**config.mk**
```make
export PLATFORM = sky130hd
export DESIGN_NAME = disp7_mux_param
export DESIGN_NICKNAME = d
export VERILOG_FILES = /design/src/rtl/disp7_pkg.sv /design/src/rtl/disp7_hex_decoder.sv /design/src/rtl/disp7_mux_param.sv
export SDC_FILE = /design/constraint.sdc
export NUM_CORES = 1
export LEC_CHECK = 0
export BUFFER_PORTS_ARGS = -buffer_cell sky130_fd_sc_hd__buf_2
export CAP_MARGIN = 20
export CELL_PAD_IN_SITES_DETAIL_PLACEMENT = 0
export CELL_PAD_IN_SITES_GLOBAL_PLACEMENT = 1
export CORE_UTILIZATION = 44
export CTS_CLUSTER_DIAMETER = 40
export DETAILED_ROUTE_END_ITERATION = 8
export PLACE_DENSITY = 0.86
export SLEW_MARGIN = 5
export SYNTH_ARGS = -nofsm -noshare
export SYNTH_HDL_FRONTEND = slang
export SYNTH_SLANG_ARGS = --single-unit
```
**constraint.sdc**
```tcl
create_clock -name clk -period 6.3 [get_ports clk]
set_input_delay 0.945 -clock clk [delete_from_list [all_inputs] [get_ports clk]]
set_output_delay 0.945 -clock clk [all_outputs]
set_load 0.005 [all_outputs]
```
**src/rtl/disp7_pkg.sv**
```systemverilog
// Shared types and the hex-to-segment pattern table for the multiplexed display driver.
// Segment encoding is active-low with seg[6:0] = g..a and seg[7] = dp.
package disp7_pkg;

  typedef logic [7:0] seg_t;

  localparam seg_t SEG_OFF = 8'hFF;

  // Returns the digit pattern with the decimal point dark.
  function automatic seg_t hex_to_seg(input logic [3:0] nibble);
    seg_t s;
    s = SEG_OFF;
    case (nibble)
      4'h0: s = 8'hC0;
      4'h1: s = 8'hF9;
      4'h2: s = 8'hA4;
      4'h3: s = 8'hB0;
      4'h4: s = 8'h99;
      4'h5: s = 8'h92;
      4'h6: s = 8'h82;
      4'h7: s = 8'hF8;
      4'h8: s = 8'h80;
      4'h9: s = 8'h90;
      4'hA: s = 8'h88;
      4'hB: s = 8'h83;
      4'hC: s = 8'hC6;
      4'hD: s = 8'hA1;
      4'hE: s = 8'h86;
      4'hF: s = 8'h8E;
      default: s = SEG_OFF;
    endcase
    return s;
  endfunction

endpackage

```
**src/rtl/disp7_hex_decoder.sv**
```systemverilog
// Combinational digit renderer: nibble plus decimal point, with blank forcing the digit dark.
module disp7_hex_decoder
  import disp7_pkg::*;
(
  input  logic [3:0] nibble_i,
  input  logic       dp_i,
  input  logic       blank_i,
  output seg_t       seg_o
);

  always_comb begin
    seg_o    = hex_to_seg(nibble_i);
    seg_o[7] = ~dp_i;
    if (blank_i) begin
      seg_o = SEG_OFF;
    end
  end

endmodule

```
**src/rtl/disp7_mux_param.sv**
```systemverilog
// N-digit multiplexed seven-segment driver with double-buffered writes, blanking,
// leading-zero suppression and PWM brightness. Outputs are registered one cycle behind the scan.
module disp7_mux_param
  import disp7_pkg::*;
#(
  parameter int unsigned N_DIGITS = 8,
  parameter int unsigned SCAN_DIV = 10000,
  parameter int unsigned BRIGHT_W = 3
) (
  input  logic                  clk,
  input  logic                  rst,
  input  logic                  we,
  input  logic [4*N_DIGITS-1:0] data_in,
  input  logic [N_DIGITS-1:0]   dp_in,
  input  logic [N_DIGITS-1:0]   blank_in,
  input  logic                  lz_en,
  input  logic [BRIGHT_W-1:0]   bright,
  output logic [N_DIGITS-1:0]   an,
  output seg_t                  seg,
  output logic                  pend,
  output logic                  frame_tick
);

  localparam int unsigned CntW = (SCAN_DIV > 1) ? $clog2(SCAN_DIV) : 1;
  localparam int unsigned DigW = (N_DIGITS > 1) ? $clog2(N_DIGITS) : 1;
  localparam logic [CntW-1:0] CntMax = CntW'(SCAN_DIV - 1);
  localparam logic [DigW-1:0] DigMax = DigW'(N_DIGITS - 1);

  typedef struct packed {
    logic [4*N_DIGITS-1:0] data;
    logic [N_DIGITS-1:0]   dp;
    logic [N_DIGITS-1:0]   blank;
    logic                  lz;
  } disp_buf_t;

  logic [CntW-1:0]     cnt_q, cnt_d;
  logic [DigW-1:0]     dig_q, dig_d;
  disp_buf_t           stage_q, stage_d;
  disp_buf_t           shadow_q, shadow_d;
  logic                pend_q, pend_d;
  logic                tick_q, tick_d;
  logic [N_DIGITS-1:0] an_q, an_d;
  seg_t                seg_q, seg_d;

  logic                frame_end;
  logic [31:0]         duty;
  logic                lit;
  logic [3:0]          nibble_cur;
  logic                dp_cur;
  logic                blank_cur;
  logic                supp_cur;
  logic                zero_run;
  logic [N_DIGITS-1:0] one_hot;
  seg_t                dec_seg;
  seg_t                seg_cur;

  // Scan counters and double-buffer handshake.
  always_comb begin
    frame_end = (cnt_q == CntMax) && (dig_q == DigMax);
    cnt_d     = cnt_q + 1'b1;
    dig_d     = dig_q;
    if (cnt_q == CntMax) begin
      cnt_d = '0;
      dig_d = (dig_q == DigMax) ? '0 : dig_q + 1'b1;
    end

    stage_d  = stage_q;
    shadow_d = shadow_q;
    pend_d   = pend_q;
    tick_d   = 1'b0;
    if (frame_end && pend_q) begin
      shadow_d = stage_q;
      pend_d   = 1'b0;
      tick_d   = 1'b1;
    end
    // A write on the frame-end cycle lands in staging after the shadow took the old contents.
    if (we) begin
      stage_d = '{data: data_in, dp: dp_in, blank: blank_in, lz: lz_en};
      pend_d  = 1'b1;
    end
  end

  // Select the current digit and work out suppression from the top digit downwards.
  always_comb begin
    nibble_cur = 4'h0;
    dp_cur     = 1'b0;
    blank_cur  = 1'b0;
    supp_cur   = 1'b0;
    one_hot    = '0;
    zero_run   = 1'b1;
    for (int i = int'(N_DIGITS) - 1; i >= 0; i--) begin
      zero_run = zero_run & (shadow_q.data[4*i +: 4] == 4'h0);
      if (DigW'(i) == dig_q) begin
        nibble_cur = shadow_q.data[4*i +: 4];
        dp_cur     = shadow_q.dp[i];
        blank_cur  = shadow_q.blank[i];
        supp_cur   = shadow_q.lz && zero_run && (i != 0);
        one_hot[i] = 1'b1;
      end
    end
  end

  disp7_hex_decoder u_hex_decoder (
    .nibble_i (nibble_cur),
    .dp_i     (dp_cur),
    .blank_i  (blank_cur),
    .seg_o    (dec_seg)
  );

  assign duty = ((32'(bright) + 32'd1) * SCAN_DIV) >> BRIGHT_W;

  always_comb begin
    seg_cur = dec_seg;
    if (supp_cur && !blank_cur) begin
      seg_cur[6:0] = 7'h7F;
    end
    lit   = (32'(cnt_q) < duty);
    an_d  = lit ? ~one_hot : '1;
    seg_d = lit ? seg_cur : SEG_OFF;
  end

  always_ff @(posedge clk) begin
    if (rst) begin
      cnt_q    <= '0;
      dig_q    <= '0;
      stage_q  <= '0;
      shadow_q <= '0;
      pend_q   <= 1'b0;
      tick_q   <= 1'b0;
      an_q     <= '1;
      seg_q    <= SEG_OFF;
    end else begin
      cnt_q    <= cnt_d;
      dig_q    <= dig_d;
      stage_q  <= stage_d;
      shadow_q <= shadow_d;
      pend_q   <= pend_d;
      tick_q   <= tick_d;
      an_q     <= an_d;
      seg_q    <= seg_d;
    end
  end

  assign an         = an_q;
  assign seg        = seg_q;
  assign pend       = pend_q;
  assign frame_tick = tick_q;

endmodule
```
# [After elaboration in Yosys (flattened, before gate mapping)]
# Memory sizes are Yosys's and may differ from the RTL's. A register that Yosys moved wholly into a read port is not among the register bits.
# Cells that the tools add are included.
# W data, S select, Z words.
[totals] register_bits=126 rom_bits=112 wordCells=106 memories=1
[memory_table] name="(no name shown)" depth=16 width=7 rd=1 rd_clocked_by_memory_dff=1 wr=0 line_no="disp7_pkg.sv:13" rtl="case (nibble)"
[op_classes] add_sub_neg=3 n_mul=1 magnitude_cmp=1 eq_ne=9 n_mux=44 bitwise=9 n_reduce_logical=24
[ops] op="$mux W1" count=35
[ops] op="$mux W4" count=8
[ops] op="$logic_not A4 Y1" count=7
[ops] op="$lt A14 B15 Y1" count=1
[ops] op="$add A14 B1 Y14 const B" count=1
[ops] op="$eq A14 B14 Y1 const B" count=1
[ops] op="$mul A4 B10 Y14 const B" count=1
[ops] op="$eq A3 B3 Y1 const A" count=4
[ops] op="$logic_and A1 B1 Y1" count=10
[ops] op="$not A8 Y8" count=1
[ops] op="$and A1 B1 Y1" count=6
[ops] op="$eq A2 B3 Y1 const A" count=2
[ops] op="$add A3 B1 Y4 const B" count=1
[ops] op="$reduce_or A2 Y1" count=2
[ops] op="$reduce_or A4 Y1" count=1
[ops] op="$add A3 B1 Y3 const B" count=1
[ops] op="$eq A1 B3 Y1 const A" count=1
[ops] op="$eq A3 B3 Y1 const B" count=1
[ops] op="$logic_not A3 Y1" count=1
[ops] op="$mux W3" count=1
[ops] op="$reduce_or A3 Y1" count=1
[ops] op="$not A1 Y1" count=2
[ops] op="$reduce_bool A2 Y1" count=1
[ops] op="$logic_not A1 Y1" count=1

# [Logic depth before layout (Yosys ltp)]
[logic_depth] ltp_word=12 mapped_depth=20 mapped_depth_nobuf=20

# [Modules after synthesis]
# A second synthesis with hierarchy kept.
[hier_totals] cells_unflattened=753 hier_area_um2=6378.6
[by_module_without_submodules] mod="disp7_mux_param" n_inst=1 cells_each=717 area_each_um2=6075.8 seq_area_each_um2=2662.6
[by_module_without_submodules] mod="disp7_hex_decoder" n_inst=1 cells_each=36 area_each_um2=302.8 seq_area_each_um2=0.0

# [Least setup slack after synthesis]
# OpenSTA, ideal clock, no wires.
[synth_timing] kind="input-to-reg" startpoint="input port bright[0]" endpoint="register seg_q[0] (netlist: seg[0])" setup_time_ps=134 arrival_time_ps=5308 t_required_ps=6166 setup_slack_ps=858 cell_stages=19 path_buffers=0 cell_sequence="ha_1 xor2_1 inv_1 ha_1 inv_1 ha_1 or2_2 ha_1 ha_1 a2111oi_0 o31ai_1 xnor2_1 ha_1 a21o_1 a2111oi_0 o21ai_0 o22ai_2 nand3_1 or4_1"
[synth_via] elab_chain_cells=5
[synth_lines] item="start: declaration" line_no="disp7_mux_param.sv:17" rtl="input logic [BRIGHT_W-1:0] bright,"
[synth_lines] item="$add A3 B1 Y4" line_no="disp7_mux_param.sv:110" rtl="assign duty = ((32'(bright) + 32'd1) * SCAN_DIV) >> BRIGHT_W;"
[synth_lines] item="$mul A4 B10 Y14" line_no="disp7_mux_param.sv:110"
[synth_lines] item="$lt A14 B15 Y1" line_no="disp7_mux_param.sv:117" rtl="lit = (32'(cnt_q) < duty);"
[synth_lines] item="$not A1 Y1 (no line)"
[synth_lines] item="$reduce_or A4 Y1 (no line)"
[synth_lines] item="end: declaration" line_no="disp7_mux_param.sv:43" rtl="seg_t seg_q, seg_d;"
# Every way passes these cells.
# A chain may end at the register's enable or synchronous reset.

# [Worst setup path in the final report]
[layout_timing] startpoint="input port bright[0]" endpoint="register seg_q[3] (netlist: seg[3])"
# Same word-level chain as after synthesis.

==> reports/results.tsv <==
stage	metric	value	unit
outcome	status	finished clean	
setup_path	critPathCaptureType	flop	
cts	cts_hold_buf	0	
min_path	holdPathEnd	cnt_q[0]	
logic_synthesis	synth_cell_types	64	
power_and_ir_drop	power.density	289	mW/mm^2
power_and_ir_drop	power_leakage	0.00310	uW
cts	clk_latency	0.43	ns
global_routing	grt_pass1_vias	4883	
logic_synthesis	synthTopCellsByArea	dfxtp_1 43%, mux2i_1 8.2%, ha_1 8.0%	
cts	clock_path_buffers	2	
routing	totalWireLength	14.5	mm
placement	port_buffers	72	
routing	vias_per_cell	5.31	
min_path	hold_path.class	reg2reg	
finish	finalNetCount	873	
logic_synthesis	synth_top_cell_area_share	42.6	%
floorplan	initial_utilization	45.0	%
placement	dp_hpwl	10.0	mm
logic_synthesis	synthSimpleGateAreaFrac	21.0	%
logic_synthesis	synth.cell_area	0.00624	mm^2
finish	finalNonFillerCells	971	
setup_path	worstPathArrival	5.97	ns
timing	fin_crit	5.68	ns
logic_synthesis	async_flop_share	0	%
timing	finalSetupViolations	0	
timing	fmaxAchievable	176	MHz
setup_path	crit_chain	buf_2 > ha_1 > xor2_1 > inv_1 > ha_1 > inv_1 > ha_1 > or2_2 > ha_1 > ha_1 > nor3_1 > o31ai_1 > xnor2_1 > ha_1 > a21o_1 > a2111oi_0 > o21ai_0 > o22ai_2 > nand3_1 > or4_1	
logic_synthesis	synth-warning-count	0	
global_routing	grt_pass1_wl	24.4	mm
logic_synthesis	synth_top_family_by_area	simple AND/OR/NAND/NOR gates	
timing	relSlewSlack	28.5	%
finish	drive_above_1_share	15.4	%
routing	first_iter_violations	324	
setup_path	critPathMaxStageDelay	0.59	ns
logic_synthesis	synth_largest_area_cell	dfxtp_1	
finish	n_antenna_cell	0	
routing	via_count	5155	
cts	cts_tree	built	
setup_path	r2r_cells	10	
timing	rsz0062_at_grt	no	
floorplan	io_pins	73	
logic_synthesis	synth_xor_area_share	2.52	%
timing	worst_pin_slew	1.07	ns
floorplan	num_rows	43	
setup_path	start_kind	input pin	
floorplan	die_area	0.0147	mm^2
power_and_ir_drop	irDropWorstVdd	189	uV
floorplan	core_area	0.0139	mm^2
placement	place.gp.congestion	0.831	
min_path	min-delay-start	cnt_q[0]	
global_routing	grt_max_degree	107	
setup_path	slowest_stage	or4_1	
setup_path	critPathTopFamily	adder cells	
global_routing	antenna_found_initial	0	
routing	wl_per_cell	14.9	um
floorplan	die_x	121	um
setup_path	cp_num_buf_inv	3	
logic_synthesis	ys.flop_type	dfxtp_1	
timing	hold_viol	0	
cts	clk_pin_slew_worst_paths	0.06	ns
logic_synthesis	syn_avg_cell_area	8.59	um^2
setup_path	reg2reg_to	seg[0]	
logic_synthesis	synthAdderAreaFrac	8.01	%
cts	cts.sinks	133	
timing	holdWs	0.448	ns
logic_synthesis	synth_mux_area_share	8.54	%
routing	ant_nets	0	
finish	utilization	52.8	%
routing	drc	0	
run	drv_cap	0	
cts	cts_resized	0	
routing	drt_pass1_iterations	5	
setup_path	timing.rr.start	dig_q[2]	
placement	dpl.cell_count	939	
cts	post_cts_buffers	0	
timing	post-route-period-util	90.2	%
timing	tns	0	ns
global_routing	grt_overflow_total	0	
min_path	whs_path_depth	1	
setup_path	critPathMaxFanout	7	
setup_path	critPathKind	in2reg	
logic_synthesis	synth_edf_count	0	
logic_synthesis	ys_seq_area_share	42.6	%
logic_synthesis	yosys_register_bits	133	
timing	maxSlewViolCount	0	
logic_synthesis	syn-num-nets	822	
setup_path	path_common_cell	ha_1	
logic_synthesis	synth_compound_area_share	12.9	%
logic_synthesis	synthCells	727	
setup_path	worstPathRequired	6.59	ns
setup_path	regToRegSetupSlack	2.29	ns
global_routing	grt_usage	21.3	%
finish	syn_to_final_growth	17.3	%
cts	cts_buffers	17	
cts	cts_max_level	4	
cts	cts_root_buf	clkbuf_16	
timing	skew	0.0197	ns
floorplan	dieHeight	121	um
-- cell families (layout without fill, tap and decap cells) --
logic type,Yosys count,after routing
AO/OA/AOI/OAI,124,124
XOR/XNOR,18,18
adder cells (fa/ha/maj),40,40
buffers and inverters,65,129
flip-flops,133,133
multiplexers,53,53
AND/OR/NAND/NOR,294,294
-- how the worst max path moves through the flow --
stage / end / cells past startpoint / startpoint
after floorplan: seg[0] / 19 / bright[0]
after global placement: seg[3] / 20 / bright[0]
after detailed placement: seg[3] / 20 / bright[0]
after CTS: seg[3] / 20 / bright[0]
after global routing: seg[0] / 20 / bright[0]
final: seg[3] / 20 / bright[0]
-- flip-flops by register name, summed over array words and instances, names as in the netlist --
register,flops
dig_q,3
stage_q,49
frame_tick,1
cnt_q,14
an,8
seg,8
shadow_q,49
pend,1
-- final cells by class --
| type | instances | area (um^2) |
|---|---|---|
| fill | 1314 | 6550 |
| inverter | 20 | 77.6 |
| multi-input combinational | 529 | 3310 |
| clock buffer | 18 | 429 |
| sequential | 133 | 2660 |
| clock inverter | 14 | 226 |
| timing repair buffer | 77 | 400 |
| tap | 180 | 225 |
-- synthesized netlist by cell type, types with 3 or more instances --
library cell / count
a2111oi_0: 4
a211oi_1: 3
a21o_1: 4
a21oi_1: 66
and2_1: 3
and3_1: 8
buf_1: 9
buf_2: 9
clkbuf_1: 24
dfxtp_1: 133
ha_1: 40
inv_1: 18
mux2i_1: 51
nand2_1: 125
nand2b_1: 4
nand3_1: 18
nand4_1: 5
nor2_1: 91
nor3_1: 6
nor3b_1: 7
nor4_1: 5
o21ai_0: 12
o22ai_1: 4
or2_2: 3
or3_1: 3
or4_1: 7
xnor2_1: 10
xor2_1: 8
-- placed cells by master (no fill, tap or decap), drive strengths merged, types with 18 or more instances in the layout --
cell	n
a21oi	66
buf	77
clkbuf	18
dfxtp	133
ha	40
inv	22
mux2i	51
nand2	125
nand3	18
nor2	92
-- through the flow --
step	area, um^2	total power (uW)	setup WS, ns
floorplan	6240	997	0.858
global placement	6670	1040	0.461
detailed placement	6670	1050	0.235
CTS	7330	2140	0.657
global route	7330	2200	0.221
finish	7330	2120	0.619
-- per-layer routing --
metal	vias to the layer above	track usage (%)	routed length [um]
met4	0	7.95	191
met5	-	0	0
met3	13	4.61	535
li1	2606	-	-
met1	2438	28.9	7190
met2	98	32.9	6540
-- worst register-to-register path: stages (launching register included) --
cell	delay [ns]
dfxtp_1	0.91
inv_4	0.20
ha_1	0.43
and2_1	0.26
a22oi_1	0.21
a2bb2oi_1	0.64
inv_1	0.15
ha_1	0.27
o221a_2	0.15
a31o_1	0.18
or4_1	0.48
-- power by group --
group | internal [uW] | switching [uW] | total [uW]
logic | 70.1 | 79.9 | 150
clock network | 706 | 379 | 1090
registers | 868 | 14.1 | 882
Power figures use the tool's default switching activity.
